## src/rtl/i2c_pkg.sv

```systemverilog
// i2c_pkg: shared constants for the I2C master core.
//   - command codes presented on the cmd port
//   - FSM state encodings (plain localparams, 4 bits)
//   - ACK/NACK levels of the ninth (acknowledge) bit
package i2c_pkg;

  localparam logic [2:0] CMD_START   = 3'd0;
  localparam logic [2:0] CMD_WR      = 3'd1;
  localparam logic [2:0] CMD_RD      = 3'd2;
  localparam logic [2:0] CMD_STOP    = 3'd3;
  localparam logic [2:0] CMD_RESTART = 3'd4;

  localparam logic [3:0] ST_IDLE   = 4'd0;
  localparam logic [3:0] ST_START1 = 4'd1;
  localparam logic [3:0] ST_START2 = 4'd2;
  localparam logic [3:0] ST_HOLD   = 4'd3;
  localparam logic [3:0] ST_DATA1  = 4'd4;
  localparam logic [3:0] ST_DATA2  = 4'd5;
  localparam logic [3:0] ST_DATA3  = 4'd6;
  localparam logic [3:0] ST_DATA4  = 4'd7;
  localparam logic [3:0] ST_RS1    = 4'd8;
  localparam logic [3:0] ST_RS2    = 4'd9;
  localparam logic [3:0] ST_RS3    = 4'd10;
  localparam logic [3:0] ST_STOP1  = 4'd11;
  localparam logic [3:0] ST_STOP2  = 4'd12;

  localparam logic I2C_ACK  = 1'b0;
  localparam logic I2C_NACK = 1'b1;

endpackage

```

## src/rtl/i2c_phase_timer.sv

```systemverilog
// i2c_phase_timer: quarter/half bit phase timer for the I2C master.
// Optional feature macro: CLK_STRETCH_EN (slave clock stretching).
// Ports:
//   i_clk, i_rst_n  clock, async active-low reset
//   i_run           count while high; counter forced to 0 when low
//   i_half          terminal count is a half period (2*(dvsr+1) cycles)
//   i_stretch       current phase has SCL released (stretch-sensitive)
//   i_scl_in        SCL pad level
//   i_dvsr          quarter phase length minus one
//   o_done          last cycle of the current phase
module i2c_phase_timer #(
  parameter int DVSR_W = 16
) (
  input  logic              i_clk,
  input  logic              i_rst_n,
  input  logic              i_run,
  input  logic              i_half,
  input  logic              i_stretch,
  input  logic              i_scl_in,
  input  logic [DVSR_W-1:0] i_dvsr,
  output logic              o_done
);

  logic [DVSR_W:0] r_cnt;
  logic [DVSR_W:0] w_term;
  logic            w_hold;

  // Half period ends at 2*dvsr+1, i.e. {dvsr,1}.
  assign w_term = i_half ? {i_dvsr, 1'b1} : {1'b0, i_dvsr};

`ifdef CLK_STRETCH_EN
  // A slave holding SCL low keeps the high phase from starting.
  assign w_hold = i_stretch & ~i_scl_in;
`else
  logic w_unused;
  assign w_hold   = 1'b0;
  assign w_unused = i_stretch ^ i_scl_in;
`endif

  assign o_done = i_run & ~w_hold & (r_cnt == w_term);

  always_ff @(posedge i_clk or negedge i_rst_n) begin
    if (!i_rst_n)                        r_cnt <= '0;
    else if (!i_run || w_hold || o_done) r_cnt <= '0;
    else                                 r_cnt <= r_cnt + (DVSR_W+1)'(1);
  end

endmodule

```

## src/rtl/i2c_master_core.sv

```systemverilog
// i2c_master_core: byte-level I2C master with START/WR/RD/STOP/RESTART
// commands and per-byte ACK/NACK selection on reads.
// Optional feature macro: CLK_STRETCH_EN (see i2c_phase_timer).
// Ports:
//   i_clk, i_rst_n   clock, async active-low reset
//   i_wr_i2c, i_cmd  command strobe and code (taken only when o_ready=1)
//   i_din            WR: byte to send; RD: bit0=1 sends NACK
//   i_dvsr           quarter-bit phase length minus one
//   i_sda_in/i_scl_in pad levels
//   o_dout, o_ack    last received byte and its acknowledge bit
//   o_ready          high in IDLE and HOLD
//   o_done_tick      last cycle of each WR/RD byte
//   o_sda_oe/o_scl_oe open-drain pull-low enables
module i2c_master_core
  import i2c_pkg::*;
#(
  parameter int DVSR_W = 16,
  parameter int CMD_W  = 3
) (
  input  logic              i_clk,
  input  logic              i_rst_n,
  input  logic              i_wr_i2c,
  input  logic [CMD_W-1:0]  i_cmd,
  input  logic [7:0]        i_din,
  input  logic [DVSR_W-1:0] i_dvsr,
  input  logic              i_sda_in,
  input  logic              i_scl_in,
  output logic [7:0]        o_dout,
  output logic              o_ack,
  output logic              o_ready,
  output logic              o_done_tick,
  output logic              o_sda_oe,
  output logic              o_scl_oe
);

  logic [3:0] r_state;
  logic [8:0] r_tx;
  logic [8:0] r_rx;
  logic [3:0] r_bit_cnt;
  logic [7:0] r_dout;
  logic       r_ack;

  logic w_sda_oe, w_scl_oe, w_run, w_half, w_stretch;
  logic w_tdone, w_accept, w_last_bit;

  i2c_phase_timer #(.DVSR_W(DVSR_W)) u_timer (
    .i_clk     (i_clk),
    .i_rst_n   (i_rst_n),
    .i_run     (w_run),
    .i_half    (w_half),
    .i_stretch (w_stretch),
    .i_scl_in  (i_scl_in),
    .i_dvsr    (i_dvsr),
    .o_done    (w_tdone)
  );

  // Pad enables and timer controls decoded from the state.
  always_comb begin
    w_sda_oe  = 1'b0;
    w_scl_oe  = 1'b0;
    w_run     = 1'b1;
    w_half    = 1'b0;
    w_stretch = 1'b0;
    case (r_state)
      ST_IDLE:   w_run = 1'b0;
      ST_START1: begin w_sda_oe = 1'b1; w_half = 1'b1; end
      ST_START2: begin w_sda_oe = 1'b1; w_scl_oe = 1'b1; w_half = 1'b1; end
      ST_HOLD:   begin w_sda_oe = 1'b1; w_scl_oe = 1'b1; w_run = 1'b0; end
      ST_DATA1:  begin w_sda_oe = ~r_tx[8]; w_scl_oe = 1'b1; end
      ST_DATA2:  begin w_sda_oe = ~r_tx[8]; w_stretch = 1'b1; end
      ST_DATA3:  w_sda_oe = ~r_tx[8];
      ST_DATA4:  begin w_sda_oe = ~r_tx[8]; w_scl_oe = 1'b1; end
      ST_RS1:    w_scl_oe = 1'b1;
      ST_RS2:    w_stretch = 1'b1;
      ST_RS3:    begin w_sda_oe = 1'b1; w_half = 1'b1; end
      ST_STOP1:  begin w_sda_oe = 1'b1; w_half = 1'b1; w_stretch = 1'b1; end
      ST_STOP2:  w_half = 1'b1;
      default:   w_run = 1'b0;
    endcase
  end

  assign o_ready     = (r_state == ST_IDLE) || (r_state == ST_HOLD);
  assign w_accept    = i_wr_i2c & o_ready;
  assign w_last_bit  = (r_bit_cnt == 4'd8);
  assign o_done_tick = (r_state == ST_DATA4) & w_tdone & w_last_bit;
  assign o_sda_oe    = w_sda_oe;
  assign o_scl_oe    = w_scl_oe;
  assign o_dout      = r_dout;
  assign o_ack       = r_ack;

  always_ff @(posedge i_clk or negedge i_rst_n) begin
    if (!i_rst_n) begin
      r_state   <= ST_IDLE;
      r_tx      <= '0;
      r_rx      <= '0;
      r_bit_cnt <= '0;
      r_dout    <= '0;
      r_ack     <= 1'b0;
    end else begin
      case (r_state)
        ST_IDLE:
          if (w_accept && i_cmd == CMD_W'(CMD_START)) r_state <= ST_START1;
        ST_START1: if (w_tdone) r_state <= ST_START2;
        ST_START2: if (w_tdone) r_state <= ST_HOLD;
        ST_HOLD:
          if (w_accept) begin
            case (i_cmd)
              CMD_W'(CMD_WR): begin
                // ACK slot released so the slave can answer
                r_tx      <= {i_din, I2C_NACK};
                r_bit_cnt <= '0;
                r_state   <= ST_DATA1;
              end
              CMD_W'(CMD_RD): begin
                // data bits released; our ACK/NACK goes in the last slot
                r_tx      <= {8'hFF, i_din[0]};
                r_bit_cnt <= '0;
                r_state   <= ST_DATA1;
              end
              CMD_W'(CMD_STOP):    r_state <= ST_STOP1;
              CMD_W'(CMD_START),
              CMD_W'(CMD_RESTART): r_state <= ST_RS1;
              default:             r_state <= ST_HOLD;
            endcase
          end
        ST_DATA1: if (w_tdone) r_state <= ST_DATA2;
        ST_DATA2:
          if (w_tdone) begin
            r_rx    <= {r_rx[7:0], i_sda_in};
            r_state <= ST_DATA3;
          end
        ST_DATA3: if (w_tdone) r_state <= ST_DATA4;
        ST_DATA4:
          if (w_tdone) begin
            if (w_last_bit) begin
              r_bit_cnt <= '0;
              r_dout    <= r_rx[8:1];
              r_ack     <= r_rx[0];
              r_state   <= ST_HOLD;
            end else begin
              r_tx      <= {r_tx[7:0], 1'b0};
              r_bit_cnt <= r_bit_cnt + 4'd1;
              r_state   <= ST_DATA1;
            end
          end
        ST_RS1:   if (w_tdone) r_state <= ST_RS2;
        ST_RS2:   if (w_tdone) r_state <= ST_RS3;
        ST_RS3:   if (w_tdone) r_state <= ST_START2;
        ST_STOP1: if (w_tdone) r_state <= ST_STOP2;
        ST_STOP2: if (w_tdone) r_state <= ST_IDLE;
        default:  r_state <= ST_IDLE;
      endcase
    end
  end

endmodule

```

## config.mk

```make
export PLATFORM = sky130hd
export DESIGN_NAME = i2c_master_core
export DESIGN_NICKNAME = d
export VERILOG_FILES = /design/src/rtl/i2c_pkg.sv /design/src/rtl/i2c_phase_timer.sv /design/src/rtl/i2c_master_core.sv
export SDC_FILE = /design/constraint.sdc
export NUM_CORES = 1
export LEC_CHECK = 0
export CAP_MARGIN = 10
export CORE_ASPECT_RATIO = 0.7
export CORE_MARGIN = 2
export CORE_UTILIZATION = 41
export DETAILED_ROUTE_END_ITERATION = 16
export SLEW_MARGIN = 10
export SYNTH_ARGS = -nofsm -noshare
export SYNTH_HDL_FRONTEND = slang
export SYNTH_SLANG_ARGS = --single-unit
```

## constraint.sdc

```tcl
create_clock -name i_clk -period 3.4 [get_ports i_clk]
set_input_delay 0.34 -clock i_clk [delete_from_list [all_inputs] [get_ports i_clk]]
set_output_delay 0.34 -clock i_clk [all_outputs]
set_load 0.01 [all_outputs]
```

Word-level counts from Yosys, hierarchy flattened
Cells that the tools add are included.
- add/subtract/negate cells: 2
- multipliers: 0
- divide/modulo/power cells: 0
- $lt $le $gt $ge: 0
- equality and inequality tests: 33
- shifts and indexed selects: 0
- muxes and demuxes: 31
- bitwise logic cells: 5
- reduce and logical (&&, ||, !) cells: 20
- operators by type and width (cell ; count):
    4-bit 2-to-1 mux ; 16
    4-bit one-hot mux with 12 select lines ; 1
    9-bit one-hot mux with 2 select lines ; 2
    17-bit 2-to-1 mux ; 2
    9-bit 2-to-1 mux ; 3
    4-bit equality test, second input constant ; 6
    2-bit by 1-bit inequality test with 1-bit output, second input constant ; 11
    17-bit by 1-bit adder with 17-bit output, second input constant ; 1
    17-bit equality test ; 1
    4-bit by 3-bit equality test with 1-bit output, second input constant ; 4
    5-bit OR reduction ; 3
    4-bit one-hot mux with 3 select lines ; 1
    12-bit AND reduction ; 1
    11-bit OR reduction ; 1
    4-bit by 2-bit equality test with 1-bit output, second input constant ; 2
    4-bit one-hot mux with 2 select lines ; 1
    3-bit by 2-bit equality test with 1-bit output, second input constant ; 2
    2-bit inequality test, second input constant ; 3
    2-bit OR reduction ; 3
    5-bit AND reduction ; 1
    4-bit by 1-bit adder with 4-bit output, second input constant ; 1
    1-bit AND ; 4
    4-bit by 1-bit equality test with 1-bit output, second input constant ; 1
    4-bit logical NOT ; 1
    other kinds (16) ; 19
- register bits: 52
- latch bits: 0
- memory bits (writable): 0
- memory bits (read-only): 0
- logic and storage cells: 98
- memories: 0

Longest topological paths before layout
- depth in word-level cells: 8
- depth in mapped cells: 10
- gate-level depth less buffers: 7

Hierarchy
A second synthesis with hierarchy kept.
- cells, all modules: 309
- area total of the unflattened synthesis: 3180.6 um^2
- modules (own cells, without submodules) (module ; instances ; cells an instance ; area each (um^2) ; sequential area each (um^2)):
    i2c_master_core ; 1 ; 182 ; 1930.6 ; 875.8
    i2c_phase_timer ; 1 ; 127 ; 1249.9 ; 425.4

Worst setup path before layout
OpenSTA, ideal clock, no wires.
- path kind: register to register
- from: register r_state[2]
- to: register r_ack (netlist: o_ack)
- setup time: 128 ps
- arrival time: 2700 ps
- path slack: 572 ps
- stages on the path, launching flop included: 10
- buffers on the path: 2
- clock period less this slack: 2828 ps
- path through: dfrtp_1 buf_6 nor4b_2 nor4_1 or4_1 a221o_1 nor4_2 nor2b_1 buf_4 mux2_1
- word-level cells in the longest chain between the ends: 7
- elaborated cells on any way between the ends: 19
- classes of those cells: eq/ne (12); mux (3); bitwise (1); reduce/logical (3)
- ends and longest elaborated chain (what ; line ; text):
    start: declaration ; i2c_master_core.sv:36 ; logic [3:0] r_state;
    start signal: assignment ; i2c_master_core.sv:93 ; r_state <= ST_IDLE;
    start signal: assignment ; i2c_master_core.sv:102 ; if (w_accept && i_cmd == CMD_W'(CMD_START)) r_state <= ST_START1;
    start signal: assignment ; i2c_master_core.sv:103 ; ST_START1: if (w_tdone) r_state <= ST_START2;
    4-bit equality test, or another cell as far along ; i2c_master_core.sv:64 ; case (r_state)
    5-bit OR reduction (no source line) ; -- ;
    1-bit 2-to-1 mux ; i2c_master_core.sv:64 ;
    17-bit 2-to-1 mux ; i2c_phase_timer.sv:29 ; assign w_term = i_half ? {i_dvsr, 1'b1} : {1'b0, i_dvsr};
    17-bit equality test ; i2c_phase_timer.sv:40 ; assign o_done = i_run & ~w_hold & (r_cnt == w_term);
    1-bit AND ; i2c_phase_timer.sv:40 ;
    3-bit AND reduction (no source line) * ; -- ;
    end signal: assignment ; i2c_master_core.sv:138 ; r_ack <= r_rx[0];
    end: declaration ; i2c_master_core.sv:41 ; logic r_ack;
Mark *: on every way between the ends. The rest lies on a longest branch, timed or not.
A chain may end at the register's enable or synchronous reset.

Worst setup path after layout
- from: register r_state[1]
- to: register r_dout[7] (netlist: o_dout[7])
- word-level cells in the longest chain between the ends: 7
- elaborated cells on any way between the ends: 19
- classes of those cells: eq/ne (12); mux (3); bitwise (1); reduce/logical (3)
- ends and longest elaborated chain (what ; line ; text):
    4-bit equality test, or another cell as far along ; i2c_master_core.sv:64 ;
    5-bit OR reduction (no source line) ; -- ;
    1-bit 2-to-1 mux ; i2c_master_core.sv:64 ;
    17-bit 2-to-1 mux ; i2c_phase_timer.sv:29 ;
    17-bit equality test ; i2c_phase_timer.sv:40 ;
    1-bit AND ; i2c_phase_timer.sv:40 ;
    3-bit AND reduction (no source line) * ; -- ;
    end signal: assignment ; i2c_master_core.sv:137 ; r_dout <= r_rx[8:1];
    end: declaration ; i2c_master_core.sv:40 ; logic [7:0] r_dout;
Marks and branches as above.

==> results.yml <==
layout:
  drive_above_1_share: 0.1723
  diodes: 0
  finish.utilization: 0.5364
  layout_common_cells: "dfrtp_1, clkdlybuf4s50_1, nor2_1"
  nNetsFinal: 417
  areaGrowthSynthToFinish_pct: 25.25
  final_common_cell: "dfrtp_1"
  fillCellCount: 684
  register_area_mm2: 0.001301
  multiInputGateArea_mm2: 0.001774
  final_cells: 481
routing:
  drt_iter0_markers: 145
  drc_errors: 0
  drt-total-wl_mm: 7.442
  num_vias: 2556
  vias_per_cell: 5.314
  ant_nets: 0
  post_drt_wl_per_cell_um: 15.47
  drt-pass1-iter-count: 4
timing:
  finalCriticalPeriod_ns: 3.284
  max_freq_ghz: 0.3045
  hold_slack_ns: 0.07991
  fin_crit_sh: 0.9660
  setup_slack_ns: 0.1155
  setup_viol: 0
  tightest_slew_ns: 1.190
  skew_ns: 0.008582
  finalHoldViolations: 0
  relSlewSlack: 0.2012
  finalMaxSlewViolations: 0
global_route:
  antenna_found_initial: 0
  grt_pass1_vias: 2462
  grt_pass1_wl_mm: 12.35
  gr-total-overflow: 0
  grt_usage: 0.1843
  grt_max_degree: 31
logic_synthesis:
  syn_area_per_cell_um2: 9.866
  synth_flop_cell: "dfrtp_1"
  syn_area_mm2: 0.003177
  synth_edf_count: 0
  synth_cell_type_count: 61
  seq_area_frac_synth: 0.4096
  synth_warnings: 0
  syn_inst: 322
  async_flop_share: 1.000
  yosys.area.top_type: "dfrtp_1"
  syn_nets: 357
  ys_seq_elements: 52
  synth_top_area_frac: 0.4096
  ys_top_cells_by_area: "dfrtp_1, xnor2_1, xor2_1, mux2_4, nor2_1"
critical_path:
  endpoint: "o_dout[7]$_DFFE_PN0P_"
  r2r_end: "o_dout[7]$_DFFE_PN0P_"
  crit_start: "r_state[1]$_DFFE_PN0P_"
  cp-end-kind: "flip-flop"
  rr_worst_depth: 10
  start_kind: "flip-flop"
  crit_type: "flip-flop to flip-flop"
  cp.required_ns: 3.59
  cp.arrival_ns: 3.48
  timing.rr.start: "r_state[1]$_DFFE_PN0P_"
  crit_top_cell: "buf_4"
  max_stage_delay_ns: 0.54
  path_max_fanout: 11
  path_cells: "buf_4 -> nor4b_4 -> nor4_4 -> or4_1 -> a221o_1 -> buf_4 -> nor4_4 -> nor2b_1 -> buf_4 -> mux2_1"
  r2r_setup_slack_ns: 0.12
  slowest_stage: "or4_1"
die:
  dieArea_mm2: 0.008480
  fp.dieW_um: 109.2
  initial_core_util: 0.4283
  fp-row-count: 26
  ios: 45
  chipHeight_um: 77.65
  core-area_mm2: 0.007417
cts:
  numCtsBuffers: 5
  postCtsHoldBufs: 0
  clk_latency_ns: 0.31
  root_buffer: "clkbuf_8"
  h-tree-depth: 2
  cts_tree: "built"
  clock_sinks: 52
  clk_pin_slew_ns: 0.10
  cts_max_path_buffers: 2
power_and_ir_drop:
  vdd_drop_max_mv: 0.2782
  total_power_mw: 2.462
  p_per_area_mw_per_mm2: 618.8
  leakage_nw: 1.784
placement:
  portBuffers: 43
  dp_hpwl_mm: 5.448
  gp_congestion: 0.8633
  preCtsSetupSlack_ns: -0.05224
  place_inst: 469
hold_path:
  worstHoldPathType: "primary input to asynchronous set/reset pin"
outcome:
  outcome: "completed"
job:
  drv_cap: 0
[metrics by stage]
| stage | setup TNS [ns] | cell area (um2) |
|---|---|---|
| 2_1_floorplan | 0 | 3177 |
| 5_1_grt | -0.004635 | 3979 |
| 4_1_cts | 0 | 3946 |
| 6_report | 0 | 3979 |
| 3_3_place_gp | -0.06492 | 3825 |
| 3_5_place_dp | -0.05224 | 3825 |
[registers in the layout, summed over array words and instances, names as in the netlist]
register       flops
r_bit_cnt          4
r_tx               9
u_timer.r_cnt     17
r_rx               9
o_dout             8
r_state            4
o_ack              1
[logic make-up after synthesis]
family                   after synthesis  share of synthesized area
adder cells (fa/ha/maj)                3                    0.01182
AND/OR/NAND/NOR                      115                     0.1930
multiplexers                          30                     0.1146
buffers and inverters                 32                    0.04529
AO/OA/AOI/OAI                         52                     0.1209
XOR/XNOR                              38                     0.1048
flip-flops                            52                     0.4096
[final cells by class]
class,count,share of cell area
repair buffers,71,0.1585
clock buffers,6,0.02075
inverters,14,0.01321
clock inverters,2,0.003774
well taps,98,0.03082
multi-input cells,238,0.4459
flip-flops and latches,52,0.3270
[where the power goes]
group	internal (mW)	switching [mW]
logic	0.610	0.663
registers	0.722	0.0855
clock network	0.165	0.215
total	1.50	0.964
[per-layer routing]
layer / global-route usage / wire (um)
met1: 0.2956 / 3935
met2: 0.2565 / 3143
met3: 0.03109 / 315
met4: 0.03797 / 47
met5: 0 / 0
[cells in the mapped netlist, drive strengths merged, types with 4 or more instances]
library cell,instances
dfrtp,52
nor2,31
nand2,29
mux2,27
xnor2,24
o21ai,15
inv,14
xor2,14
clkbuf,13
nand3,11
nand4,7
nor3,7
a21oi,6
buf,5
and3,4
nor2b,4
[critical path, delay by kind of cell (launching register included)]
family | cells | cell delay, ns
mux | 1 | 0.34
simple gates | 5 | 1.45
buf+inv | 3 | 0.56
compound gates | 1 | 0.42
flops | 1 | 0.40
[what timing repair did]
action | CTS | global route
setup buffers | 0 | 4
gates resized for setup | 6 | 2
endpoints found under the setup margin | 2 | 9
pin swaps | 2 | 3
[worst min-delay path by stage]
stage | slack [ns] | endpoint | from | cells after the start
final | 0.08 | r_bit_cnt[2]$_DFFE_PN0P_ | i_rst_n | 1
after detailed placement | 0.43 | u_timer.r_cnt[7]$_DFF_PN0_ | i_rst_n | 1
after global placement | 0.42 | u_timer.r_cnt[7]$_DFF_PN0_ | i_rst_n | 1
after floorplan | 0.04 | o_ack$_DFFE_PN0P_ | i_rst_n | 0
after global routing | 0.12 | r_bit_cnt[2]$_DFFE_PN0P_ | i_rst_n | 1
after CTS | 0.09 | u_timer.r_cnt[7]$_DFF_PN0_ | i_rst_n | 1
Power figures use the tool's default switching activity.
